$ cat config.mk
export PLATFORM = sky130hd
export DESIGN_NAME = ttl_74153_scan
export DESIGN_NICKNAME = d
export VERILOG_FILES = /design/src/rtl/ttl_74153_scan_pkg.sv /design/src/rtl/ttl_scan_counter.sv /design/src/rtl/ttl_74153_scan.sv
export SDC_FILE = /design/constraint.sdc
export NUM_CORES = 1
export LEC_CHECK = 0
export CAP_MARGIN = 40
export CORE_AREA = 2 2 39 41
export DETAILED_ROUTE_END_ITERATION = 12
export DIE_AREA = 0 0 41 43
export SLEW_MARGIN = 20
export SYNTH_ARGS = -nofsm -noshare
export SYNTH_HDL_FRONTEND = slang
export SYNTH_SLANG_ARGS = --single-unit
export TNS_END_PERCENT = 1
$ cat constraint.sdc
create_clock -name Clk -period 1.6 [get_ports Clk]
set_input_delay 0.16 -clock Clk [delete_from_list [all_inputs] [get_ports Clk]]
set_output_delay 0.16 -clock Clk [all_outputs]
set_load 0.03 [all_outputs]
$ cat src/rtl/ttl_74153_scan_pkg.sv
// Shared defaults and the common input-unpacking macro for the scanning 74153 mux.
// The macro lives here so every file compiled after the package can use it.
`ifndef TTL_ASSIGN_UNPACK_DEFINED
`define TTL_ASSIGN_UNPACK_DEFINED
`define ASSIGN_UNPACK(PK_WIDTH, PK_LEN, UNPK_DEST, PK_SRC) \
  for (genvar gi = 0; gi < (PK_LEN); gi++) begin : g_unpack \
    assign UNPK_DEST[gi] = PK_SRC[(PK_WIDTH)*gi +: (PK_WIDTH)]; \
  end
`endif

package ttl_74153_scan_pkg;
  localparam int DEFAULT_BLOCKS   = 2;
  localparam int DEFAULT_WIDTH_IN = 4;
endpackage

$ cat src/rtl/ttl_scan_counter.sv
// Channel register: load with clamp, modulo-WIDTH_IN scan advance, wrap pulse.
module ttl_scan_counter
  import ttl_74153_scan_pkg::*;
#(
  parameter int WIDTH_IN     = DEFAULT_WIDTH_IN,
  parameter int WIDTH_SELECT = $clog2(WIDTH_IN)
) (
  input  logic                    clk,
  input  logic                    rst,
  input  logic                    load_bar,
  input  logic                    scan,
  input  logic [WIDTH_SELECT-1:0] select,
  output logic [WIDTH_SELECT-1:0] channel,
  output logic                    wrap
);
  localparam logic [WIDTH_SELECT-1:0] LAST_CH = WIDTH_SELECT'(WIDTH_IN - 1);

  logic [WIDTH_SELECT-1:0] channel_q, channel_d;
  logic [WIDTH_SELECT-1:0] select_clamped;
  logic                    wrap_q, wrap_d;

  always_comb begin
    select_clamped = (select > LAST_CH) ? LAST_CH : select;
    channel_d      = channel_q;
    wrap_d         = 1'b0;
    // Load beats scan, and a load never produces a wrap pulse.
    if (!load_bar) begin
      channel_d = select_clamped;
    end else if (scan) begin
      if (channel_q == LAST_CH) begin
        channel_d = '0;
        wrap_d    = 1'b1;
      end else begin
        channel_d = channel_q + 1'b1;
      end
    end
  end

  always_ff @(posedge clk or posedge rst) begin
    if (rst) begin
      channel_q <= '0;
      wrap_q    <= 1'b0;
    end else begin
      channel_q <= channel_d;
      wrap_q    <= wrap_d;
    end
  end

  assign channel = channel_q;
  assign wrap    = wrap_q;
endmodule

$ cat src/rtl/ttl_74153_scan.sv
// Multi-block 74153-style multiplexer with registered outputs and a scanning
// channel register shared by all blocks.
module ttl_74153_scan
  import ttl_74153_scan_pkg::*;
#(
  parameter int BLOCKS       = DEFAULT_BLOCKS,
  parameter int WIDTH_IN     = DEFAULT_WIDTH_IN,
  parameter int WIDTH_SELECT = $clog2(WIDTH_IN),
  parameter int DELAY_RISE   = 0,
  parameter int DELAY_FALL   = 0
) (
  input  logic                       Clk,
  input  logic                       Clear,
  input  logic                       Load_bar,
  input  logic                       Scan,
  input  logic [WIDTH_SELECT-1:0]    Select,
  input  logic [BLOCKS-1:0]          Enable_bar,
  input  logic [BLOCKS*WIDTH_IN-1:0] A_2D,
  output logic [BLOCKS-1:0]          Y,
  output logic [WIDTH_SELECT-1:0]    Channel,
  output logic                       Wrap
);
  logic [BLOCKS-1:0] a_unpk [WIDTH_IN];
  logic [BLOCKS-1:0] y_q, y_d;

  `ASSIGN_UNPACK(BLOCKS, WIDTH_IN, a_unpk, A_2D)

  ttl_scan_counter #(
    .WIDTH_IN    (WIDTH_IN),
    .WIDTH_SELECT(WIDTH_SELECT)
  ) u_counter (
    .clk     (Clk),
    .rst     (Clear),
    .load_bar(Load_bar),
    .scan    (Scan),
    .select  (Select),
    .channel (Channel),
    .wrap    (Wrap)
  );

  // Capture uses the channel value from before the edge.
  always_comb begin
    y_d = a_unpk[Channel] & ~Enable_bar;
  end

  always_ff @(posedge Clk or posedge Clear) begin
    if (Clear) y_q <= '0;
    else       y_q <= y_d;
  end

  if (DELAY_RISE == 0 && DELAY_FALL == 0) begin : g_y_direct
    assign Y = y_q;
  end else begin : g_y_delayed
    for (genvar gi = 0; gi < BLOCKS; gi++) begin : g_bit
      always @(y_q[gi]) begin
        if (y_q[gi]) Y[gi] <= #(DELAY_RISE) 1'b1;
        else         Y[gi] <= #(DELAY_FALL) 1'b0;
      end
    end
  end
endmodule
==> run_results.csv <==
group,metric,value,unit
layout,num-fill-cells,161,
power,power_leakage,0.224,nW
yosys,synth_area,264,sq um
power,total_power,0.437,mW
setup_path,cpPeakStageDelay,0.71,ns
sta,slew_viol_final,0,
clocking,cts_root_buffer,"clkbuf_4",
clocking,cts_setup_buffers,0,
sta,rsz0062_at_grt,"false",
sta,relSlewSlack,0.797,
setup_path,cp-start-kind,"flip-flop",
floorplanning,die_y,43,microns
sta,fin_crit_sh,0.964,
setup_path,cp.arrival,1.38,ns
sta,tightestPinTransition,0.304,ns
yosys,synth.top_cell.area_share,0.474,
layout,area_growth_syn_to_layout,93.4,%
setup_path,crit_slowest_cell,"clkdlybuf4s50_1",
power,vdd_drop_max,0.312,mV
routing,first_pass_iters,2,
placed_design,place.gp.congestion,0.629,
sta,timing.fmax,648,MHz
floorplanning,die_x,41,microns
yosys,syn_avg_cell_area,14.7,sq um
layout,fin_area,510,sq um
global_routing,grt_max_degree,6,
placed_design,dp_slack,0.286,ns
floorplanning,die_area,1760,sq um
routing,drt-total-wl,600,microns
yosys,synth_fa_ha_area_frac,0.0474,
yosys,ys_seq_area_frac,0.474,
global_routing,grt_pass1_vias,241,
placed_design,numPortBuffers,20,
setup_path,worstSetupPathType,"flip-flop to output pin",
routing,routed_via_density,4.05,
clocking,ctsResizeCount,0,
power,p_per_area,857,nW/um^2
setup_path,worstPathRequired,1.44,ns
sta,hold_viol,0,
yosys,ys_warn_count,0,
yosys,synthSimpleGateAreaFrac,0.156,
sta,setup_viol,0,
layout,num_antenna_cells,0,
yosys,synth_top_family_by_area,"multiplexers",
floorplanning,ios,21,
floorplanning,rows,14,
floorplanning,coreArea,1380,sq um
routing,wl_per_cell,10.3,microns
clocking,ctsHoldBuffers,0,
yosys,synthXorXnorAreaFrac,0.0332,
sta,worst_slack,0.0579,ns
setup_path,cp-end-kind,"output pin",
placed_design,place_area,484,sq um
global_routing,grt_usage,0.0798,
setup_path,crit_family,"buffers and inverters",
routing,drtAntennaViolNets,0,
job,drv_cap,0,
layout,drive_gt1_frac,0.119,
yosys,ys_types,10,
setup_path,crit_buf_inv,1,
yosys,ys_ff_latch,5,
setup_path,cp_max_fo,5,
sta,finalClockSkew,0.00474,ns
yosys,synth.largest_area_cell,"dfrtp_1",
layout,fin_nets,60,
routing,vias,235,
clocking,numCtsBuffers,3,
setup_path,crit_path_cell_trace,"clkdlybuf4s50_1",
yosys,netlist_instances,18,
yosys,syn-num-nets,35,
yosys,synthTopCellsByArea,"dfrtp_1, mux4_1, nor2b_4, ha_1, a21oi_1",
clocking,clk_pin_slew_worst_paths,0.04,ns
yosys,synth_compound_area_frac,0.0379,
sta,setup_tns,0,ns
clocking,htree_levels,1,
clocking,cts_tree,"built",
run_status,status,"finished clean",
global_routing,grt_pass1_wl,862,microns
global_routing,grt_overflow,0,
clocking,clk_latency,0.24,ns
sta,fin_crit,1.54,ns
min_path,hold_path.class,"primary input to asynchronous set/reset pin",
clocking,clock_sinks,5,
global_routing,antenna_found_initial,0,
yosys,synth.mux.area_fraction,0.237,
floorplanning,initial_utilization,0.191,
sta,holdWs,0.127,ns
routing,drt_iter0_drc,1,
clocking,clk_path_buf_depth,2,
routing,remaining_drc_errors,0,
[worst paths after layout]
path | start | endpoint | slack, ns | cells past startpoint
worst min-delay path | Clear | u_counter.wrap | 0.13 | 2
worst max register to register | u_counter.channel[0] | Y[1] | 0.34 | 2
min in group Clk | Select[1] | u_counter.channel[1] | 0.49 | 3
max in group asynchronous | Clear | u_counter.channel[1] | 1.30 | 2
worst min register to register | u_counter.channel[1] | u_counter.channel[1] | 0.70 | 2
worst max-delay path | u_counter.channel[0] | Channel[0] | 0.06 | 1
[area by class of cell]
cell class / count / area [sq um] / area share
clock buffers: 4 / 26.3 / 0.0515
inverters: 1 / 3.75 / 0.00735
multi-input cells: 12 / 135 / 0.265
flip-flops and latches: 5 / 125 / 0.245
well taps: 16 / 20.0 / 0.0392
repair buffers: 20 / 200 / 0.392
[cells in the final DEF, fill, tap and decap left out]
cell,netlist,layout
a21oi_1,2,2
and3_1,1,1
clkbuf_1,0,1
clkbuf_4,0,3
clkdlybuf4s50_1,0,20
dfrtp_1,5,5
ha_1,1,1
inv_1,1,1
mux2i_1,1,1
mux4_1,2,2
nor2_1,2,2
nor2b_4,2,2
xnor2_1,1,1
[stage by stage]
stage / std cells / util
final: 58 / 0.369
after global routing: 58 / 0.369
after CTS: 58 / 0.369
after detailed placement: 54 / 0.350
after global placement: 54 / 0.350
after floorplan: 18 / -
[power breakdown]
group,internal [mW],switching (mW)
clock network,0.0939,0.0457
registers,0.141,0.0125
logic,0.0891,0.0554
[state kept, by name, indices dropped and copies added, names as in the netlist]
signal             flops
u_counter.wrap         1
u_counter.channel      2
Y                      2
[per-layer routing]
layer | wire (microns) | GRT usage | share of wire | up-vias
met5 | 0 | 0 | 0 | -
met4 | 0 | 0.0800 | 0 | 0
met3 | 53 | 0.0366 | 0.088 | 0
met2 | 344 | 0.138 | 0.57 | 11
met1 | 202 | 0.0525 | 0.34 | 108
li1 | - | - | - | 116
[Yosys cell counts (all sizes together)]
library cell	count
nor2	2
ha	1
inv	1
mux2i	1
a21oi	2
xnor2	1
and3	1
mux4	2
nor2b	2
dfrtp	5
[logic make-up (layout without fill, tap and decap cells)]
kind of cell	after synthesis	in the layout
DFF	5	5
and+or+nand+nor	5	5
muxes	3	3
AOI/OAI and AO/OA	2	2
adders and majority gates	1	1
xor gates and xnor gates	1	1
buffers and inverters	1	25
(Power assumes the default switching activity.)
